## src/rtl/afe_cfg_pkg.sv

```systemverilog
// Shared definitions for the AFE configuration sequencer: slave-select codes,
// command opcodes and the sequencer state encoding.
package afe_cfg_pkg;

    typedef enum logic [2:0] {
        IDLE   = 3'd0,
        LAUNCH = 3'd1,
        WAIT   = 3'd2,
        NEXT   = 3'd3,
        DONE   = 3'd4
    } state_t;

    localparam logic [2:0] SS_TRIG = 3'b000;
    localparam logic [2:0] SS_CH1  = 3'b001;
    localparam logic [2:0] SS_CH2  = 3'b010;
    localparam logic [2:0] SS_CH3  = 3'b011;
    localparam logic [2:0] SS_EEP  = 3'b100;
    localparam logic [2:0] SS_NONE = 3'b111;

    localparam logic [7:0] POT_WR_CMD_DEF = 8'h13;
    localparam logic [2:0] EEP_RD_OP      = 3'b000;

    // EEPROM address is {channel index, gain}; low byte is a dummy for the read-back.
    function automatic logic [15:0] eep_rd_cmd(input logic [1:0] n, input logic [2:0] gain);
        return {EEP_RD_OP, n, gain, 8'h00};
    endfunction

endpackage

```

## src/rtl/spi_watchdog.sv

```systemverilog
// Counts cycles spent waiting on the SPI master; flags expiry after TIMEOUT cycles.
module spi_watchdog #(
    parameter int unsigned TIMEOUT = 1023
) (
    input  logic clk,
    input  logic rst,
    input  logic clr,
    input  logic en,
    output logic expired
);
    localparam int unsigned CW = $clog2(TIMEOUT + 1);

    logic [CW-1:0] cnt_q, cnt_d;

    always_comb begin
        cnt_d = cnt_q;
        if (clr) begin
            cnt_d = '0;
        end else if (en) begin
            cnt_d = cnt_q + 1'b1;
        end
    end

    always_ff @(posedge clk) begin
        if (rst) begin
            cnt_q <= '0;
        end else begin
            cnt_q <= cnt_d;
        end
    end

    // Asserted during the TIMEOUT-th waiting cycle so the abort lands as the count reaches TIMEOUT.
    assign expired = (cnt_q == CW'(TIMEOUT - 1));

endmodule

```

## src/rtl/afe_cfg_seq.sv

```systemverilog
// AFE configuration sequencer: reads a calibration byte per channel from the EEPROM,
// writes it to that channel's digital pot, then writes the trigger-level pot.
module afe_cfg_seq
    import afe_cfg_pkg::*;
#(
    parameter logic [7:0]  POT_WR_CMD = POT_WR_CMD_DEF,
    parameter int unsigned TIMEOUT    = 1023,
    parameter bit          AUTO_START = 1'b1
) (
    input  logic        clk,
    input  logic        rst,
    input  logic        start,
    input  logic [2:0]  ch1_gain,
    input  logic [2:0]  ch2_gain,
    input  logic [2:0]  ch3_gain,
    input  logic [7:0]  trig_lvl,
    output logic        wrt_SPI,
    output logic [15:0] SPI_cmd,
    output logic [2:0]  ss,
    input  logic        SPI_done,
    input  logic [7:0]  EEP_data,
    output logic [7:0]  cal_ch1,
    output logic [7:0]  cal_ch2,
    output logic [7:0]  cal_ch3,
    output logic        busy,
    output logic        done,
    output logic        err
);
    localparam logic [2:0] LAST_STEP = 3'd6;

    state_t     state_q, state_d;
    logic [2:0] step_q, step_d;
    logic [2:0] gain1_q, gain1_d, gain2_q, gain2_d, gain3_q, gain3_d;
    logic [7:0] trig_q, trig_d, rd_byte_q, rd_byte_d;
    logic [7:0] cal1_q, cal1_d, cal2_q, cal2_d, cal3_q, cal3_d;
    logic       err_q, err_d, auto_q, auto_d;
    logic       wd_clr, wd_en, wd_expired;

    spi_watchdog #(.TIMEOUT(TIMEOUT)) u_watchdog (
        .clk     (clk),
        .rst     (rst),
        .clr     (wd_clr),
        .en      (wd_en),
        .expired (wd_expired)
    );

    always_ff @(posedge clk) begin
        if (rst) begin
            state_q   <= IDLE;
            step_q    <= '0;
            gain1_q   <= '0;
            gain2_q   <= '0;
            gain3_q   <= '0;
            trig_q    <= '0;
            rd_byte_q <= '0;
            cal1_q    <= '0;
            cal2_q    <= '0;
            cal3_q    <= '0;
            err_q     <= 1'b0;
            auto_q    <= AUTO_START;
        end else begin
            state_q   <= state_d;
            step_q    <= step_d;
            gain1_q   <= gain1_d;
            gain2_q   <= gain2_d;
            gain3_q   <= gain3_d;
            trig_q    <= trig_d;
            rd_byte_q <= rd_byte_d;
            cal1_q    <= cal1_d;
            cal2_q    <= cal2_d;
            cal3_q    <= cal3_d;
            err_q     <= err_d;
            auto_q    <= auto_d;
        end
    end

    always_comb begin
        state_d   = state_q;
        step_d    = step_q;
        gain1_d   = gain1_q;
        gain2_d   = gain2_q;
        gain3_d   = gain3_q;
        trig_d    = trig_q;
        rd_byte_d = rd_byte_q;
        cal1_d    = cal1_q;
        cal2_d    = cal2_q;
        cal3_d    = cal3_q;
        err_d     = err_q;
        auto_d    = auto_q;
        wd_clr    = 1'b0;
        wd_en     = 1'b0;
        case (state_q)
            IDLE: begin
                if (start || auto_q) begin
                    state_d = LAUNCH;
                    step_d  = '0;
                    gain1_d = ch1_gain;
                    gain2_d = ch2_gain;
                    gain3_d = ch3_gain;
                    trig_d  = trig_lvl;
                    err_d   = 1'b0;
                    auto_d  = 1'b0;
                end
            end
            LAUNCH: begin
                wd_clr  = 1'b1;
                state_d = WAIT;
            end
            WAIT: begin
                wd_en = 1'b1;
                if (SPI_done) begin
                    state_d = NEXT;
                    // Even steps below the trigger write are EEPROM reads.
                    if (!step_q[0] && step_q != LAST_STEP) begin
                        rd_byte_d = EEP_data;
                        case (step_q)
                            3'd0:    cal1_d = EEP_data;
                            3'd2:    cal2_d = EEP_data;
                            default: cal3_d = EEP_data;
                        endcase
                    end
                end else if (wd_expired) begin
                    err_d   = 1'b1;
                    state_d = IDLE;
                    step_d  = '0;
                end
            end
            NEXT: begin
                if (step_q == LAST_STEP) begin
                    state_d = DONE;
                end else begin
                    step_d  = step_q + 3'd1;
                    state_d = LAUNCH;
                end
            end
            DONE: begin
                state_d = IDLE;
                step_d  = '0;
            end
            default: state_d = IDLE;
        endcase
    end

    always_comb begin
        ss      = SS_NONE;
        SPI_cmd = '0;
        if (state_q == LAUNCH || state_q == WAIT || state_q == NEXT) begin
            case (step_q)
                3'd0: begin ss = SS_EEP;  SPI_cmd = eep_rd_cmd(2'd0, gain1_q); end
                3'd1: begin ss = SS_CH1;  SPI_cmd = {POT_WR_CMD, rd_byte_q};   end
                3'd2: begin ss = SS_EEP;  SPI_cmd = eep_rd_cmd(2'd1, gain2_q); end
                3'd3: begin ss = SS_CH2;  SPI_cmd = {POT_WR_CMD, rd_byte_q};   end
                3'd4: begin ss = SS_EEP;  SPI_cmd = eep_rd_cmd(2'd2, gain3_q); end
                3'd5: begin ss = SS_CH3;  SPI_cmd = {POT_WR_CMD, rd_byte_q};   end
                3'd6: begin ss = SS_TRIG; SPI_cmd = {POT_WR_CMD, trig_q};      end
                default: ;
            endcase
        end
    end

    assign wrt_SPI = (state_q == LAUNCH);
    assign busy    = (state_q != IDLE);
    assign done    = (state_q == DONE);
    assign err     = err_q;
    assign cal_ch1 = cal1_q;
    assign cal_ch2 = cal2_q;
    assign cal_ch3 = cal3_q;

endmodule
```

## config.mk

```make
export PLATFORM = sky130hd
export DESIGN_NAME = afe_cfg_seq
export DESIGN_NICKNAME = d
export VERILOG_FILES = /design/src/rtl/afe_cfg_pkg.sv /design/src/rtl/spi_watchdog.sv /design/src/rtl/afe_cfg_seq.sv
export SDC_FILE = /design/constraint.sdc
export NUM_CORES = 1
export LEC_CHECK = 0
export CORE_UTILIZATION = 49
export CTS_CLUSTER_SIZE = 20
export DETAILED_ROUTE_END_ITERATION = 6
export HOLD_SLACK_MARGIN = 0.06
export PLACE_DENSITY_LB_ADDON = 0.05
export SYNTH_ARGS = -nofsm -noshare
export SYNTH_HDL_FRONTEND = slang
export SYNTH_HIERARCHICAL = 1
export SYNTH_SLANG_ARGS = --single-unit
```

## constraint.sdc

```tcl
create_clock -name clk -period 2.1 [get_ports clk]
set_input_delay 0.42 -clock clk [delete_from_list [all_inputs] [get_ports clk]]
set_output_delay 0.42 -clock clk [all_outputs]
set_load 0.03 [all_outputs]
```

==> out/qor.yml, run 1 <==
timing:
  fin_crit_sh: 1.04
  report.final.slew_viol_count: 0
  timing.final.hold_violations: 0
  postLayoutSetupSlackWorst_ps: -88.6
  fmax_mhz: 457
  setup_repair_after_global_routing_missed_its_margin: "true"
  finalClockSkew_ps: 9.63
  finalWorstPathRequiredPeriod_ps: 2190
  finalSetupViolations: 13
detailed_routing:
  route.detailed.vias_per_inst: 5.26
  vias_after_detailed_routing: 2713
  antenna_left: 0
  drtIter0Drc: 145
  drt_first_pass_iters: 4
  post-route-drc-count: 0
  routed_wl_per_cell_um: 14.4
  post_route_wl_mm: 7.45
global_route:
  vias_in_the_first_global_route: 2575
  antenna_found_initial: 0
  grt.overflow.total: 0
  global_route.usage.total: 0.240
  wire_length_of_the_first_global_routing_pass_mm: 11.8
  grt_max_degree: 33
pwr:
  power.density_mw_per_mm2: 848
  power.static_leakage_nw: 1.84
  p_total_mw: 3.67
  ir_drop_uv: 558
yosys:
  mapped_cells: 349
  synth_edf_count: 0
  asyncSetResetFlopFracSynth: 0
  synth.cell_area_mm2: 0.00303
  number_of_library_cell_types_mapped_by_synthesis: 45
  post_synth_main_area_contributors: "sky130_fd_sc_hd__dfxtp_1, sky130_fd_sc_hd__mux2i_1, sky130_fd_sc_hd__nor2_1"
  synth.most_common_cell: "sky130_fd_sc_hd__dfxtp_1"
  synthDominantAreaCellType: "sky130_fd_sc_hd__dfxtp_1"
  synth_top_flop_cell: "sky130_fd_sc_hd__dfxtp_1"
  synth_area_per_cell_um2: 8.68
  yosys.area.top_type_share: 0.443
  netlist_top_cells_count: "sky130_fd_sc_hd__dfxtp_1, sky130_fd_sc_hd__nor2_1, sky130_fd_sc_hd__nand2_1"
  yosys_register_bits: 67
  synth-seq-area-share: 0.443
  synth_warnings: 6
worst_setup_path:
  type_of_element_launching_the_critical_path: "flop"
  crit_fanout: 6
  critPathKind: "reg -> out"
  data_required_critical_path_ps: 1680
  setup.worst_path.end_class: "output port"
  worst-endpoint-arrival_ps: 1770
status:
  run_status: "complete, but fails checks"
  failing_checks: "setup timing"
clocking:
  clock_path_buffers: 2
  path_clk_slew_ps: 80
  ctsHtreeMaxLevel: 3
  cts_buffers: 9
  clkSinkCount: 67
  clkLatencyLatePin_ps: 340
  clock-root-buffer: "sky130_fd_sc_hd__clkbuf_8"
  tritoncts: "built"
  ctsHoldBuffers: 0
place:
  place_area_mm2: 0.00386
  finalWeightedCongestion: 0.784
  place_hpwl_mm: 5.07
  buffer_ports.inserted: 72
floorplan:
  fp.coreArea_mm2: 0.00596
  initial_core_util: 0.509
  die-width_um: 80.6
  placement_rows: 28
  dieHeight_um: 80.6
  ios: 76
  dieArea_mm2: 0.00650
finish:
  post_route_cells_drive_above_1_share: 0.236
  antenna_diode_count: 0
  fill_cells: 485
  postLayoutCoreUtil: 0.728
  synthToLayoutAreaGrowth_pct: 43.0
  final_cell_area_mm2: 0.00433
  final_net_count: 472
  multi_input_area_mm2: 0.00168
  ff_latch_area_mm2: 0.00135
min_path:
  min_path_type: "in -> reg"
flow_run:
  max-cap-violations: 0
## worst max-delay path, cell delays in order (launching register included)
cell and delay [ps]:
sky130_fd_sc_hd__dfxtp_2 360, sky130_fd_sc_hd__inv_2 60, sky130_fd_sc_hd__buf_4 150, sky130_fd_sc_hd__ha_4 190
sky130_fd_sc_hd__buf_4 160, sky130_fd_sc_hd__o21a_1 160, sky130_fd_sc_hd__o21a_1 200, sky130_fd_sc_hd__buf_6 150
## state kept, by name (all words and copies together), names as in the netlist
signal and flops:
u_watchdog/cnt_q 10, cal_ch1 8, cal_ch2 8, cal_ch3 8, rd_byte_q 8, trig_q 8
gain1_q 3, gain2_q 3, gain3_q 3, state_q 3, step_q 3, auto_q 1
err 1
## repair_timing
| item | CTS | global route |
|---|---|---|
| setup buffers | 2 | 3 |
| pin swaps | 8 | 8 |
| endpoints found under the setup margin | 19 | 15 |
| resized for setup | 49 | 13 |
## path summary, 6_finish.rpt
kind              start      endpoint  slack [ps]  cells past startpoint
max reg2reg  state_q[2]  rd_byte_q[0]         190                      6
min                 rst    state_q[1]         370                      2
min reg2reg      auto_q        auto_q         460                      2
max           step_q[1]   SPI_cmd[12]         -90                      7
## cell type report
| class | count | area share |
|---|---|---|
| flip-flops and latches | 67 | 0.311 |
| repair buffers | 101 | 0.223 |
| multi-input cells | 251 | 0.388 |
| clock inverters | 7 | 0.0228 |
| clock buffers | 9 | 0.0286 |
| inverters | 6 | 0.00578 |
| well taps | 75 | 0.0217 |
## per-stage QoR
| stage | std cells | setup slack, ps | hold WS [ps] | TNS, ps |
|---|---|---|---|---|
| CTS | 513 | -136 | 362 | -1280 |
| finish | 516 | -88.6 | 373 | -915 |
| global route | 516 | -158 | 386 | -1910 |
| detailed placement | 495 | -27.7 | 449 | -35.1 |
| global placement | 495 | 30.7 | 444 | 0 |
| floorplan | 351 | -54.5 | 431 | -108 |
## cell usage in the layout, fill, tap and decap left out, types with 3 or more instances in the layout
cell type and count:
sky130_fd_sc_hd__conb_1 3, sky130_fd_sc_hd__a31oi_1 4, sky130_fd_sc_hd__inv_1 4, sky130_fd_sc_hd__inv_6 3
sky130_fd_sc_hd__o21a_1 3, sky130_fd_sc_hd__ha_4 3, sky130_fd_sc_hd__clkbuf_8 9, sky130_fd_sc_hd__or4_1 3
sky130_fd_sc_hd__clkdlybuf4s50_1 52, sky130_fd_sc_hd__nor4_1 4, sky130_fd_sc_hd__nor2_2 8, sky130_fd_sc_hd__nand3_2 3
sky130_fd_sc_hd__a22oi_2 5, sky130_fd_sc_hd__dlygate4sd2_1 3, sky130_fd_sc_hd__nor2_1 46, sky130_fd_sc_hd__or3_1 3
sky130_fd_sc_hd__nand4_1 3, sky130_fd_sc_hd__nor2_4 5, sky130_fd_sc_hd__mux2i_1 34, sky130_fd_sc_hd__buf_6 20
sky130_fd_sc_hd__o21ai_0 4, sky130_fd_sc_hd__nand2_1 46, sky130_fd_sc_hd__buf_4 25, sky130_fd_sc_hd__a22oi_1 6
sky130_fd_sc_hd__dfxtp_1 65, sky130_fd_sc_hd__a21oi_1 24, sky130_fd_sc_hd__o31ai_1 3, sky130_fd_sc_hd__nand2b_1 4
## power by group
group          switching (mW)  total [mW]  internal (mW)
sequential             0.0656        1.42           1.36
combinational           0.587        1.04          0.458
clock                   0.528        1.21          0.679
## cells by family after synthesis
logic type	Yosys count	synth area share
AOI/OAI and AO/OA	59	0.119
buffers and inverters	33	0.0632
muxes	34	0.112
and+or+nand+nor	144	0.221
xor gates and xnor gates	4	0.0116
DFF	67	0.443
adders and majority gates	7	0.0289
other	1	0.00124
## per-layer routing
| metal | wire, µm | share of wire | track usage | vias up |
|---|---|---|---|---|
| met3 | 318 | 0.043 | 0.0500 | 21 |
| li1 | - | - | - | 1361 |
| met4 | 173 | 0.023 | 0.123 | 0 |
| met5 | 0 | 0 | 0 | - |
| met1 | 3360 | 0.45 | 0.294 | 1255 |
| met2 | 3600 | 0.48 | 0.394 | 76 |
Note: power is estimated with default switching activity, not from simulation.
==> inputs of run 2 (changes only) <==
CTS_CLUSTER_DIAMETER = 100   (was unset)
==> results of run 2 <==
No change in the layout: final DEF, timing and power equal those of run 1.
==> inputs of run 3 (changes only) <==
CORE_MARGIN = 4   (was unset)
==> run 3 against run 2 <==
The flow still finishes with violations (setup timing). Sequential share of layout area rose by 0.53 points. Sequential power barely moved. Core utilization fell by 1.1 points. Cell area fell by 1.5%. Flip-flop and latch count did not move. Die area rose by 15%. Largest cell class unchanged.
==> out/qor.yml, run 3 (synthesis results as in run 1) <==
finish:
  final_net_count: 468
  largest_reg_flops: 10
  synthToLayoutAreaGrowth_pct: 40.9
  final_common_cell: "sky130_fd_sc_hd__dfxtp_1"
  antenna_diode_count: 0
  layout_common_cells: "sky130_fd_sc_hd__dfxtp_1, sky130_fd_sc_hd__clkdlybuf4s50_1, sky130_fd_sc_hd__nor2_1, sky130_fd_sc_hd__nand2_1, sky130_fd_sc_hd__mux2i_1"
  post_route_cells_drive_above_1_share: 0.222
  top_register: "u_watchdog/cnt_q"
  final_cell_area_mm2: 0.00427
timing:
  fin_crit_sh: 1.04
  report.final.slew_viol_count: 0
  finalClockSkew_ps: 9.62
  max_slew_margin: 0.662
  timing.final.hold_violations: 0
  setup_repair_after_global_routing_missed_its_margin: "true"
  postLayoutSetupSlackWorst_ps: -92.9
  timing_worst_slew_pin_value_ps: 503
  finalWorstPathRequiredPeriod_ps: 2190
  fmax_mhz: 456
  finalSetupViolations: 13
clocking:
  clock-root-buffer: "sky130_fd_sc_hd__clkbuf_8"
  ctsHtreeMaxLevel: 3
  clock_path_buffers: 2
  clkSinkCount: 67
  ctsHoldBuffers: 0
  tritoncts: "built"
  path_clk_slew_ps: 80
  clkLatencyLatePin_ps: 340
  cts_buffers: 9
worst_setup_path:
  reg2reg_from: "u_watchdog/cnt_q[5]"
  setup.worst_path.end_class: "output port"
  worst-endpoint-arrival_ps: 1770
  data_required_critical_path_ps: 1680
  type_of_element_launching_the_critical_path: "flop"
  crit_path_cell_trace: "inv_4 -> ha_4 -> nor2_4 -> o21ai_4 -> o31ai_4 -> buf_6 -> nor2_2 -> buf_6"
  critical_path.top_delay_family: "flip-flops"
  ff2ff_path_depth: 5
  timing.critical_path.slowest_stage_cell: "sky130_fd_sc_hd__dfxtp_4"
  crit_fanout: 6
  path_common_cell: "sky130_fd_sc_hd__buf_6"
  reg2reg_setup_slack_ps: 150
  critical_path_buf_inv_count: 3
  crit_path_max_incr_delay_ps: 390
  worstReg2RegEnd: "step_q[0]"
  critPathKind: "reg -> out"
  cell_depth_of_the_worst_setup_path: 8
place:
  finalWeightedCongestion: 0.840
  detailedPlace.worstSlack_ps: 31.2
  place_hpwl_mm: 5.06
  buffer_ports.inserted: 72
  place_area_mm2: 0.00384
min_path:
  worstHoldStart: "gain1_q[0]"
  min_path_type: "reg -> reg"
  min_delay_worst_endpoint: "gain1_q[0]"
  worst_hold_path_stage_count: 2
detailed_routing:
  routed_wl_per_cell_um: 14.2
  drtIter0Drc: 100
  maxUsedRoutingLayer: "met4"
  drt_first_pass_iters: 4
  post_route_wl_mm: 7.25
  vias_after_detailed_routing: 2687
  post-route-drc-count: 0
  antenna_left: 0
  detailroute.wirelength.met3_um: 364
  route.detailed.vias_per_inst: 5.25
  routedLengthMet1_mm: 3.27
  met2WireLength_mm: 3.45
floorplan:
  ios: 76
  die-width_um: 86.6
  initial_core_util: 0.509
  dieArea_mm2: 0.00750
  fp.coreArea_mm2: 0.00596
  dieHeight_um: 86.6
  placement_rows: 28
global_route:
  vias_in_the_first_global_route: 2573
  grt.overflow.total: 0
  grt_max_degree: 36
  global_route.usage.total: 0.198
  wire_length_of_the_first_global_routing_pass_mm: 11.8
  antenna_found_initial: 0
flow_run:
  max-cap-violations: 0
pwr:
  ir_drop_uv: 583
  power.static_leakage_nw: 1.80
  p_total_mw: 3.53
  power.density_mw_per_mm2: 828
status:
  failing_checks: "setup timing"
  run_status: "complete, but fails checks"
==> run 3: cell count changes in the layout (fill, tap and decap cells not counted), moves of 2 or more <==
cell                            change
sky130_fd_sc_hd__a22oi_1            +4
sky130_fd_sc_hd__a22oi_2            -4
sky130_fd_sc_hd__buf_4              -3
sky130_fd_sc_hd__dlygate4sd2_1      -2
==> run 3: through the flow <==
| step | hold slack [ps] | util | instances | TNS (ps) |
|---|---|---|---|---|
| after floorplan | 431 | - | 351 | -108 |
| after CTS | 458 | 0.700 | 511 | -2000 |
| after global routing | 472 | 0.717 | 512 | -1840 |
| after global placement | 439 | 0.645 | 493 | 0 |
| after detailed placement | 447 | 0.645 | 493 | 0 |
| final | 456 | 0.717 | 512 | -979 |
==> run 3: per-layer routing <==
layer / GRT usage / vias to the layer above
li1: - / 1352
met1: 0.250 / 1252
met2: 0.322 / 67
met3: 0.0409 / 16
met4: 0.0935 / 0
met5: 0 / -
==> run 3: where the power goes <==
part / total [mW] / internal, mW / switching (mW)
registers: 1.42 / 1.35 / 0.0655
logic: 0.994 / 0.430 / 0.564
clock network: 1.12 / 0.571 / 0.549
total: 3.53 / 2.35 / 1.18
==> run 3: layout make-up <==
type | instances | area [µm²]
clock buffers | 9 | 124
well taps | 75 | 93.8
flip-flops and latches | 67 | 1350
fillers | 493 | 1690
inverters | 6 | 27.5
multi-input cells | 251 | 1660
clock inverters | 7 | 83.8
repair buffers | 97 | 928
==> run 3: how the worst max path moves through the flow <==
stage	start	endpoint	slack (ps)
final	step_q[1]	SPI_cmd[2]	-90
after floorplan	step_q[0]	SPI_cmd[10]	-50
after global routing	step_q[1]	SPI_cmd[5]	-160
after global placement	state_q[0]	wrt_SPI	80
after CTS	step_q[0]	SPI_cmd[1]	-170
after detailed placement	step_q[1]	SPI_cmd[0]	30
==> run 3: repair_timing <==
item                       4_1_cts  5_1_grt
hold endpoints to repair         0        0
setup buffers                    2        1
pin swaps                        4        8
gates resized for setup         36       24
setup endpoints to repair       19       18
==> run 3: worst register-to-register path, stage by stage, from the launching register on <==
cell                       delay (ps)
sky130_fd_sc_hd__dfxtp_1          400
sky130_fd_sc_hd__nand4_1          180
sky130_fd_sc_hd__nor4_1           370
sky130_fd_sc_hd__nand2b_1         170
sky130_fd_sc_hd__a311oi_1         510
sky130_fd_sc_hd__a21oi_1          170
